### config.mk
export PLATFORM = sky130hd
export DESIGN_NAME = wb_arbiter
export DESIGN_NICKNAME = d
export VERILOG_FILES = /design/src/rtl/wb_arbiter.sv
export SDC_FILE = /design/constraint.sdc
export NUM_CORES = 1
export LEC_CHECK = 0
export BUFFER_PORTS_ARGS = -buffer_cell sky130_fd_sc_hd__buf_2
export CORE_MARGIN = 8
export CORE_UTILIZATION = 39
export DETAILED_ROUTE_END_ITERATION = 10
export PLACE_DENSITY_LB_ADDON = 0.25
export SETUP_SLACK_MARGIN = 0.3
export SYNTH_ARGS = -nofsm -noshare
export SYNTH_HDL_FRONTEND = slang
export SYNTH_SLANG_ARGS = --single-unit
export TNS_END_PERCENT = 100
### constraint.sdc
create_clock -name clk -period 2.25 [get_ports clk]
set_input_delay 0.3375 -clock clk [delete_from_list [all_inputs] [get_ports clk]]
set_output_delay 0.3375 -clock clk [all_outputs]
set_load 0.01 [all_outputs]
### src/rtl/wb_arbiter.sv
// rtl/wb_arbiter.sv - write-back arbiter with pending-write scoreboard
// Purpose: picks one of the ALU/LSU/MDU results per cycle (round-robin),
//   registers it onto the register-file write port, and tracks which
//   architectural registers still have a write outstanding.
// Ports:
//   clk, rst_n                    clock, synchronous active-low reset
//   {alu,lsu,mdu}_valid/rd/data   result sources (held until accepted)
//   {alu,lsu,mdu}_ready           combinational grant to each source
//   iss_valid/iss_rd              issued instruction with a destination
//   rs1_addr/rs1_busy             hazard query 1
//   rs2_addr/rs2_busy             hazard query 2
//   busy                          scoreboard vector, bit 0 always 0
//   rd_wen/rd_addr/rd_data        registered register-file write port
module wb_arbiter #(
  parameter int XLEN = 64,
  parameter int AW   = 5
) (
  input  logic                clk,
  input  logic                rst_n,
  input  logic                alu_valid,
  output logic                alu_ready,
  input  logic [AW-1:0]       alu_rd,
  input  logic [XLEN-1:0]     alu_data,
  input  logic                lsu_valid,
  output logic                lsu_ready,
  input  logic [AW-1:0]       lsu_rd,
  input  logic [XLEN-1:0]     lsu_data,
  input  logic                mdu_valid,
  output logic                mdu_ready,
  input  logic [AW-1:0]       mdu_rd,
  input  logic [XLEN-1:0]     mdu_data,
  input  logic                iss_valid,
  input  logic [AW-1:0]       iss_rd,
  input  logic [AW-1:0]       rs1_addr,
  output logic                rs1_busy,
  input  logic [AW-1:0]       rs2_addr,
  output logic                rs2_busy,
  output logic [(2**AW)-1:0]  busy,
  output logic                rd_wen,
  output logic [AW-1:0]       rd_addr,
  output logic [XLEN-1:0]     rd_data
);

  localparam int NREG = 2**AW;
  localparam logic [1:0] SRC_ALU = 2'd0;
  localparam logic [1:0] SRC_LSU = 2'd1;
  localparam logic [1:0] SRC_MDU = 2'd2;

  logic [1:0]      last_grant;
  logic [2:0]      grant;       // one-hot {mdu, lsu, alu}
  logic [1:0]      grant_src;
  logic            xfer;
  logic [AW-1:0]   sel_rd;
  logic [XLEN-1:0] sel_data;
  logic            sel_wen;
  logic [NREG-1:0] busy_q;
  logic [NREG-1:0] busy_d;

  // Search starts at the source after the last one granted.
  always_comb begin
    grant = 3'b000;
    case (last_grant)
      SRC_ALU: begin
        if (lsu_valid)      grant = 3'b010;
        else if (mdu_valid) grant = 3'b100;
        else if (alu_valid) grant = 3'b001;
      end
      SRC_LSU: begin
        if (mdu_valid)      grant = 3'b100;
        else if (alu_valid) grant = 3'b001;
        else if (lsu_valid) grant = 3'b010;
      end
      default: begin
        if (alu_valid)      grant = 3'b001;
        else if (lsu_valid) grant = 3'b010;
        else if (mdu_valid) grant = 3'b100;
      end
    endcase
  end

  assign alu_ready = grant[0];
  assign lsu_ready = grant[1];
  assign mdu_ready = grant[2];
  assign xfer      = |grant;

  always_comb begin
    grant_src = last_grant;
    sel_rd    = '0;
    sel_data  = '0;
    if (grant[0]) begin
      grant_src = SRC_ALU;
      sel_rd    = alu_rd;
      sel_data  = alu_data;
    end else if (grant[1]) begin
      grant_src = SRC_LSU;
      sel_rd    = lsu_rd;
      sel_data  = lsu_data;
    end else if (grant[2]) begin
      grant_src = SRC_MDU;
      sel_rd    = mdu_rd;
      sel_data  = mdu_data;
    end
  end

  // Results for x0 are consumed but never written.
  assign sel_wen = xfer && (sel_rd != '0);

  // Set is applied after clear so an issue to the same register wins.
  always_comb begin
    busy_d = busy_q;
    if (sel_wen) busy_d[sel_rd] = 1'b0;
    if (iss_valid && (iss_rd != '0)) busy_d[iss_rd] = 1'b1;
    busy_d[0] = 1'b0;
  end

  always_ff @(posedge clk) begin
    if (!rst_n) begin
      rd_wen     <= 1'b0;
      rd_addr    <= '0;
      rd_data    <= '0;
      last_grant <= SRC_MDU;
      busy_q     <= '0;
    end else begin
      rd_wen <= sel_wen;
      if (sel_wen) begin
        rd_addr <= sel_rd;
        rd_data <= sel_data;
      end
      if (xfer) last_grant <= grant_src;
      busy_q <= busy_d;
    end
  end

  assign busy     = busy_q;
  assign rs1_busy = busy_q[rs1_addr];
  assign rs2_busy = busy_q[rs2_addr];

endmodule

==> out/metrics.yaml, run 1 <==
dp_hpwl_um: 18000
dpl-instance-area_mm2: 0.007491
grt.overflow.total: 0
antenna_found_initial: 3
cpPeakStageDelay_ps: 490
finalNonFillerCells: 1198
fin_nets: 1241
critPathBufInv: 1
dp.cells: 1121
tritoncts: "yes"
htreeDepth: 3
path_max_fanout: 4
slew_violations: 0
core_mm2: 0.01377
cts_sinks: 103
post-route-period-util: 1.070
async_reset_ff_frac: 0
die_w_um: 134.2
pwr-share-clk: 0.290
slowest_stage: "mux4_2"
power_density_mw_per_mm2: 598.5
clk_latency_ps: 360
p_leak_nw: 4.284
total_power_mw: 5.943
worstMarginPinSlew_ps: 739.5
ys_seq_elements: 103
grt_pass1_wl_um: 40940
wire_per_inst_um: 24.41
cts_buffers: 9
power.share.sequential: 0.351
detail_route.drc_violations: 0
ios: 335
grt.total_usage: 0.2901
ys_seq_area_frac: 0.3782
crit_chain: "mux4_2 > mux4_2 > mux2_4 > buf_6"
rows: 43
critical_path.top_delay_family: "multiplexers"
clkSlewWorstSetupHoldPaths_ps: 60
crit_start: "busy[14]$_SDFF_PN0_"
violations: "negative setup slack"
synth_flop_cell: "dfxtp_1"
root_buffer: "clkbuf_16"
finish.instance_area_mm2: 0.009930
hold_viol: 0
synth_cell_types: 48
drv_cap: 0
finalSetupViolations: 72
irDropWorstVdd_mv: 0.3881
gp_congestion: 0.8689
required_ps: 1910
synth_edf_count: 0
first_global_vias: 7264
die_y_um: 134.2
io_buffer_count: 333
grt_start_max_net_pins: 56
ant_nets: 0
drive_above_1_share: 0.6480
via_count: 7398
status: "complete, but fails checks"
die_area_mm2: 0.01802
totalWireLength_um: 29250
arrival_ps: 2070
grt_setup_unrepaired: "true"
hold_buffers: 0
path_class: "register to primary output"
vias_per_cell: 6.175
end_kind: "primary output"
drtPass1Iterations: 5
synth_fp_nets: 856
slew_headroom: 0.5032
p_switching_mw: 1.960
timing.final.ws_setup_ps: -158.5
yosysWarnings: 0
post-place-ws_ps: -104.5
fin_worst_skew_ps: 8.210
syn_inst: 628
synth_area_mm2: 0.005453
hold_class: "primary input to register"
p_sw_frac: 0.3297
worstHoldStart: "mdu_data[26]"
rr_startpoint: "last_grant[0]$_SDFFE_PN0P_"
cts.path.max_buffers: 2
avgSynthCellArea_um2: 8.683
floorplan.initialDensity: 0.3959
drt_iter0_markers: 682
fin_crit_ps: 2409
internal-power_mw: 3.983
hold_slack_ps: 249.1
power.share.combinational: 0.359
critPathLaunchType: "register"
crit_top_cell: "mux4_2"
area_growth_syn_to_layout_pct: 82.10
max_freq_mhz: 415.2
[timing repair]
item | in CTS | in global routing
buffers inserted | 32 | 9
pin swaps | 38 | 24
cloned | 17 | 3
resized for setup | 181 | 95
setup endpoints to repair | 103 | 105
[path summary, 6_finish.rpt]
check | end | slack, ps | depth (start not counted)
max | rs2_busy | -160 | 4
min | rd_data[26]$_SDFFE_PN0N_ | 250 | 3
max reg2reg | rd_data[57]$_SDFFE_PN0N_ | -130 | 11
min reg2reg | busy[28]$_SDFF_PN0_ | 490 | 2
[flip-flops by register name, indices dropped and copies added, names as in the netlist]
register / count
rd_wen: 1
last_grant: 2
busy: 31
rd_data: 64
rd_addr: 5
[synthesized netlist by cell type (2+ instances only)]
cell type  number  area [um2]
and3_1          3       18.77
o22ai_1         5       31.28
clkbuf_1       51       191.4
o31ai_1         9       67.56
o21ai_0        15       75.07
a22oi_1        64       480.5
mux4_2         18       405.4
inv_2           2       7.510
buf_2           5       25.02
nand2_1       102       382.9
buf_1           5       18.77
nor3b_1         4       30.03
inv_1           3       11.26
mux2_2          4       45.04
a21oi_1        35       175.2
buf_4           2       15.01
a311oi_1       69       604.3
a211oi_1        5       37.54
nor2_1         14       52.55
a222oi_1        2       20.02
nand2b_1        4       25.02
and3b_1         3       26.28
and2_1          7       43.79
nor3_1         68       340.3
a311oi_2        2       30.03
buf_6           3       33.78
dfxtp_1       103        2062
[cells by family after synthesis]
kind of cell | synth area share
multiplexers | 0.08261
AND/OR/NAND/NOR | 0.1804
other | 0.0006877
buffers and inverters | 0.05622
AO/OA/AOI/OAI | 0.3020
flip-flops | 0.3782
[placed cells by master (no fill, tap or decap), types with 21 or more instances in the layout]
master and count:
buf_6 33, nand2_1 99, dfxtp_2 22, nor3_2 21
buf_4 44, buf_2 330, a311oi_2 65, nor3_1 29
a21oi_1 29, a22oi_1 64, dfxtp_1 79
[metal layers]
layer	global-route usage	vias up	share of wire
li1	-	3230	-
met1	0.3251	3586	0.36
met2	0.5046	478	0.51
met3	0.07442	100	0.083
met4	0.1341	4	0.042
met5	0	-	0.00079
[stage by stage]
| step | setup TNS [ps] | util |
|---|---|---|
| 3_3_place_gp | -162.5 | 0.5439 |
| 5_1_grt | -11870 | 0.7209 |
| 3_5_place_dp | -1061 | 0.5439 |
| 2_1_floorplan | 0 | - |
| 6_report | -5764 | 0.7209 |
| 4_1_cts | -2253 | 0.6749 |
[worst reg2reg max path: cells and delay by family (launching register included)]
family | cells | cell delay, ps
buf+inv | 5 | 680
compound gates | 3 | 730
simple gates | 3 | 550
flops | 1 | 330
[power by group through the flow]
stage               Combinational (mW)  Sequential (mW)  Clock [mW]
floorplan                        0.630             2.16           0
global placement                  1.34             2.09           0
detailed placement                1.34             2.09           0
CTS                               1.87             2.07        1.71
global route                      2.23             2.10        1.80
finish                            2.13             2.09        1.72
[final cells by class]
| type | count | area, um2 |
|---|---|---|
| diodes | 1 | 2.502 |
| inverters | 6 | 30.03 |
| fillers | 1054 | 3844 |
| repair buffers | 439 | 3149 |
| multi-input cells | 454 | 4111 |
| clock buffers | 12 | 246.5 |
| flip-flops and latches | 103 | 2097 |
| well taps | 180 | 225.2 |
| clock inverters | 3 | 67.56 |
Note: power is estimated with default switching activity, not from simulation.
==> inputs of run 2 (changes only) <==
--- a/config.mk
+++ b/config.mk
@@ -5,9 +5,11 @@
 export SDC_FILE = /design/constraint.sdc
 export NUM_CORES = 1
 export LEC_CHECK = 0
+export ABC_AREA = 1
 export BUFFER_PORTS_ARGS = -buffer_cell sky130_fd_sc_hd__buf_2
 export CORE_MARGIN = 8
-export CORE_UTILIZATION = 39
+export CORE_UTILIZATION = 41
+export CTS_CLUSTER_DIAMETER = 60
 export DETAILED_ROUTE_END_ITERATION = 10
 export PLACE_DENSITY_LB_ADDON = 0.25
 export SETUP_SLACK_MARGIN = 0.3
==> run 2 against run 1 <==
Net effect: the flow now finishes without violations; power down 3.2%; clock power up 5%; via count up 7.3%; combinational power down 13%; die area up 6.7%; sequential share of layout area up 1.8 points; utilization down 11 points; setup slack better by 490 ps; clock-buffer cell count down 2; sequential power about the same; synthesized area up 13%; critical endpoint is now rd_data[13]$_SDFFE_PN0N_; largest cell class unchanged.
==> out/metrics.yaml, run 2 <==
synth_cell_types: 29
r2r_slack_ps: 330
post-route-util: 0.6069
hold_slack_ps: 317.1
final_common_cell: "nand2_1"
ys_seq_area_frac: 0.3341
ys_seq_elements: 103
seqCellArea_mm2: 0.002087
ys_top_cells_by_area: "dfxtp_1 (33%), nand2_1 (25%), nor2_1 (10%)"
end_kind: "register"
critPathLaunchType: "register"
grt.overflow.total: 0
synth-simple-area-share: 0.4578
total_power_mw: 5.750
totalWireLength_um: 25310
largest_register_ffs: 64
fin_crit_ps: 1918
core_mm2: 0.01498
synthAdderAreaFrac: 0
grt.total_usage: 0.2417
synth-compound-area-share: 0.1012
synth_most_common_cell: "nand2_1"
top_register: "rd_data"
synthMuxAreaShare: 0
max_freq_mhz: 521.3
io_buffer_count: 333
clk_latency_ps: 350
ant_nets: 0
irDropWorstVdd_mv: 0.4207
hold_class: "primary input to register"
worstMarginPinSlew_ps: 934.9
cts_sinks: 103
synth_common_cells: "nand2_1 (412), nor2_1 (164), dfxtp_1 (103)"
drv_cap: 0
first_global_vias: 7360
slew_violations: 0
finalSetupViolations: 0
hold_buffers: 0
synth_top_family_by_area: "simple AND/OR/NAND/NOR gates"
synth_top_area_cell: "dfxtp_1"
root_buffer: "clkbuf_16"
drive_above_1_share: 0.3303
mostFrequentLayoutCells: "nand2_1 (398), buf_2 (333), nor2_1 (155), inv_1 (95)"
cts_buffers: 9
htreeDepth: 3
hold_viol: 0
drtPass1Iterations: 8
fin_nets: 1644
rr_endpoint: "rd_data[13]$_SDFFE_PN0N_"
slew_headroom: 0.3729
die_y_um: 138.7
path_class: "register to register"
clkSlewWorstSetupHoldPaths_ps: 70
fin_worst_skew_ps: 6.823
synth-xor-area-share: 0
gp_congestion: 0.8985
antenna_found_initial: 5
power_density_mw_per_mm2: 632.6
finish.instance_area_mm2: 0.009090
required_ps: 2490
reg2reg_depth: 12
synth_edf_count: 0
drt_iter0_markers: 572
hold_depth: 5
post-route-period-util: 0.8525
floorplan.initialDensity: 0.4120
rows: 45
avgSynthCellArea_um2: 5.767
grt_pass1_wl_um: 38170
wire_per_inst_um: 15.71
path_max_fanout: 10
synth.top_cell.area_share: 0.3341
synth_flop_cell: "dfxtp_1"
yosysWarnings: 0
grt_start_max_net_pins: 70
synth_fp_nets: 1298
status: "finished, final reports clean"
dp_hpwl_um: 18590
detail_route.drc_violations: 0
die_w_um: 138.7
via_count: 7936
syn_inst: 1070
multi_input_area_mm2: 0.003649
p_leak_nw: 4.692
synth_area_mm2: 0.006171
area_growth_syn_to_layout_pct: 47.30
die_area_mm2: 0.01923
grt_setup_unrepaired: "true"
cts.path.max_buffers: 2
setup_tns_ps: 0
worstHoldStart: "alu_data[16]"
min_to: "rd_data[16]$_SDFFE_PN0N_"
vias_per_cell: 4.926
async_reset_ff_frac: 0
arrival_ps: 2160
dpl-instance-area_mm2: 0.008056
tritoncts: "yes"
ios: 335
rr_startpoint: "last_grant[1]$_SDFFE_PN1P_"
fillers: 1484
## run 2: worst max-delay path: stages, from the launching register on
cell       delay (ps)
dfxtp_4           380
inv_6              50
a21oi_4           280
nand3_2           170
nand3_4           160
nor2_8             50
nand2_4           120
nor2_8             50
buf_12            130
buf_12            120
clkbuf_16         160
nor2_1             90
nor2_1             50
## run 2: cells by family after synthesis
kind of cell,count (synthesis)
compound gates,114
buf+inv,158
flops,103
other cells,1
simple gates,694
## run 2: how the worst max path moves through the flow
stage	slack (ps)	to	depth (start not counted)	from
global placement	250	rd_data[54]$_SDFFE_PN0N_	14	lsu_valid
CTS	300	lsu_ready	5	last_grant[1]$_SDFFE_PN1P_
detailed placement	170	rd_data[56]$_SDFFE_PN0N_	14	lsu_valid
finish	330	rd_data[13]$_SDFFE_PN0N_	12	last_grant[1]$_SDFFE_PN1P_
floorplan	540	rd_data[61]$_SDFFE_PN0N_	12	last_grant[1]$_SDFFE_PN1P_
global route	240	rd_data[25]$_SDFFE_PN0N_	12	last_grant[1]$_SDFFE_PN1P_
## run 2: layout make-up
cell class	count	share of cell area
sequential	103	0.2296
multi-input combinational	810	0.4014
clock buffer	10	0.02629
inverter	107	0.04639
timing repair buffer	385	0.2579
clock inverter	5	0.01170
antenna	3	0.0008259
tap	188	0.02588
## run 2: per-stage QoR
step	setup WS (ps)	std cells
2_1_floorplan	537.2	1070
3_3_place_gp	254.9	1563
3_5_place_dp	168.9	1563
4_1_cts	299.2	1583
5_1_grt	241.7	1611
6_report	331.9	1611
## run 2: power by group
group	total, mW	internal [mW]	switching [mW]
logic	1.85	0.782	1.07
clock network	1.81	1.11	0.701
registers	2.09	1.99	0.0913
## run 2: repair_timing
action                     CTS  global route
setup endpoints to repair   67           101
pin swaps                    1            25
cloned                       3             7
setup buffers                2            18
gates resized for setup     11            87
## run 2: routing by layer
metal,global-route usage,wire length (um)
met5,0,22
met4,0.08030,385
met3,0.08090,2343
met2,0.4114,12470
met1,0.2798,10090
==> inputs of run 3 (changes only) <==
--- a/config.mk
+++ b/config.mk
@@ -11,7 +11,7 @@
 export CORE_UTILIZATION = 41
 export CTS_CLUSTER_DIAMETER = 60
 export DETAILED_ROUTE_END_ITERATION = 10
-export PLACE_DENSITY_LB_ADDON = 0.25
+export PLACE_DENSITY = 0.86
 export SETUP_SLACK_MARGIN = 0.3
 export SYNTH_ARGS = -nofsm -noshare
 export SYNTH_HDL_FRONTEND = slang
==> run 3 against run 2 <==
Net effect: power down 3.5%; clock-buffer cell count increased by 3; register-to-register slack lost 20 ps; clock power shrank 13%; global-route usage decreased by 0.86 points; final area is 0.59% lower; via count increased by 2.6%; clock skew rose by 1.5 ps; fmax fell by 1.3%.
==> out/metrics.yaml, run 3 (synthesis gave the netlist of run 2 again) <==
status: "finished, final reports clean"
setup_tns_ps: 0
drt_iter0_markers: 738
min_to: "last_grant[1]$_SDFFE_PN1P_"
ant_nets: 0
totalWireLength_um: 25540
hold_buffers: 0
hold_slack_ps: 306.2
r2r_slack_ps: 310
drtPass1Iterations: 7
slew_headroom: 0.6008
rows: 45
via_count: 8146
grt_start_max_net_pins: 65
cts.path.max_buffers: 2
arrival_ps: 2180
reg2reg_depth: 12
grt.overflow.total: 0
grt_pass1_wl_um: 37040
slew_violations: 0
top_register: "rd_data"
area_growth_syn_to_layout_pct: 46.43
vias_per_cell: 5.069
clkSlewWorstSetupHoldPaths_ps: 70
fillers: 1422
post-route-period-util: 0.8635
fin_worst_skew_ps: 8.278
rr_startpoint: "last_grant[1]$_SDFFE_PN1P_"
wire_per_inst_um: 15.89
root_buffer: "clkbuf_16"
first_global_vias: 7569
finalSetupViolations: 0
drive_above_1_share: 0.3263
worstHoldStart: "mdu_valid"
p_leak_nw: 4.661
grt.total_usage: 0.2331
fin_nets: 1642
post-place-ws_ps: 132.8
ios: 335
irDropWorstVdd_mv: 0.4253
power_density_mw_per_mm2: 614.1
worstMarginPinSlew_ps: 594.3
io_buffer_count: 333
clk_latency_ps: 340
finalNonFillerCells: 1607
path_class: "register to register"
grt_setup_unrepaired: "true"
dp.cells: 1559
die_w_um: 138.7
max_freq_mhz: 514.7
end_kind: "register"
tritoncts: "yes"
rr_endpoint: "rd_data[51]$_SDFFE_PN0N_"
cts_sinks: 103
floorplan.initialDensity: 0.4120
dp_hpwl_um: 17870
required_ps: 2490
critPathLaunchType: "register"
hold_viol: 0
path_max_fanout: 7
die_y_um: 138.7
die_area_mm2: 0.01923
mostFrequentLayoutCells: "nand2_1 (401), buf_2 (331), nor2_1 (142), inv_1 (98), dfxtp_1 (95)"
fin_crit_ps: 1943
gp_congestion: 0.9464
antenna_found_initial: 0
timing.final.ws_setup_ps: 307.1
htreeDepth: 3
post-route-util: 0.6033
hold_class: "primary input to register"
core_mm2: 0.01498
cts_buffers: 9
hold_depth: 3
diodes: 0
detail_route.drc_violations: 0
final_common_cell: "nand2_1"
largest_register_ffs: 64
drv_cap: 0
[run 3: cell count changes in the layout (fill, tap and decap cells not counted), sizes merged]
| cell | delta |
|---|---|
| buf | -2 |
| bufinv | -2 |
| clkbuf | +4 |
| clkinv | -2 |
| clkinvlp | -1 |
| diode | -3 |
| inv | +3 |
| nor2 | -1 |
[run 3: worst max-delay path by stage]
stage,startpoint,to
2_1_floorplan,last_grant[1]$_SDFFE_PN1P_,rd_data[61]$_SDFFE_PN0N_
3_3_place_gp,rs2_addr[0],rs2_busy
3_5_place_dp,rs2_addr[0],rs2_busy
4_1_cts,last_grant[0]$_SDFFE_PN0P_,rd_data[29]$_SDFFE_PN0N_
5_1_grt,last_grant[1]$_SDFFE_PN1P_,rd_data[48]$_SDFFE_PN0N_
6_report,last_grant[1]$_SDFFE_PN1P_,rd_data[51]$_SDFFE_PN0N_
[run 3: metrics by stage]
| step | instance area, um2 | power, mW |
|---|---|---|
| 2_1_floorplan | 6171 | 3.038 |
| 3_3_place_gp | 8014 | 3.645 |
| 3_5_place_dp | 8014 | 3.680 |
| 4_1_cts | 8439 | 5.294 |
| 5_1_grt | 9036 | 5.843 |
| 6_report | 9036 | 5.549 |
[run 3: worst max-delay path: stages, from the launching register on]
cell       delay [ps]
dfxtp_2           360
inv_4              60
a21oi_4           270
nand3_2           160
nand3_4           140
inv_2              80
nand2_4           120
nor2_8             60
buf_4             140
buf_12            130
clkbuf_16         170
nor2_2             90
nor2_1             50
[run 3: where the power goes]
part	leakage, nW	internal, mW	switching [mW]	total [mW]
combinational	3.67	0.797	1.10	1.89
clock	0.140	0.894	0.676	1.57
sequential	0.851	2.00	0.0897	2.09
[run 3: area by class of cell]
cell class	instances	area (um2)	area share
multi-input combinational	809	3661	0.4052
timing repair buffer	384	2360	0.2611
sequential	103	2072	0.2293
inverter	107	415.4	0.04597
clock buffer	13	250.2	0.02769
tap	188	235.2	0.02603
clock inverter	3	42.54	0.004708
[run 3: per-layer routing]
| layer | share of wire | wire (um) | vias to the layer above | track usage |
|---|---|---|---|---|
| met5 | 0 | 0 | - | 0 |
| met4 | 0.030 | 770 | 0 | 0.1167 |
| met2 | 0.49 | 12600 | 429 | 0.4196 |
| met3 | 0.085 | 2182 | 63 | 0.06024 |
| met1 | 0.39 | 9989 | 3648 | 0.2481 |
| li1 | - | - | 4006 | - |
[run 3: timing repair]
item,in CTS,in global routing
cloned,2,9
endpoints found under the setup margin,6,89
pin swaps,1,19
gates resized for setup,17,80
setup buffers,1,20
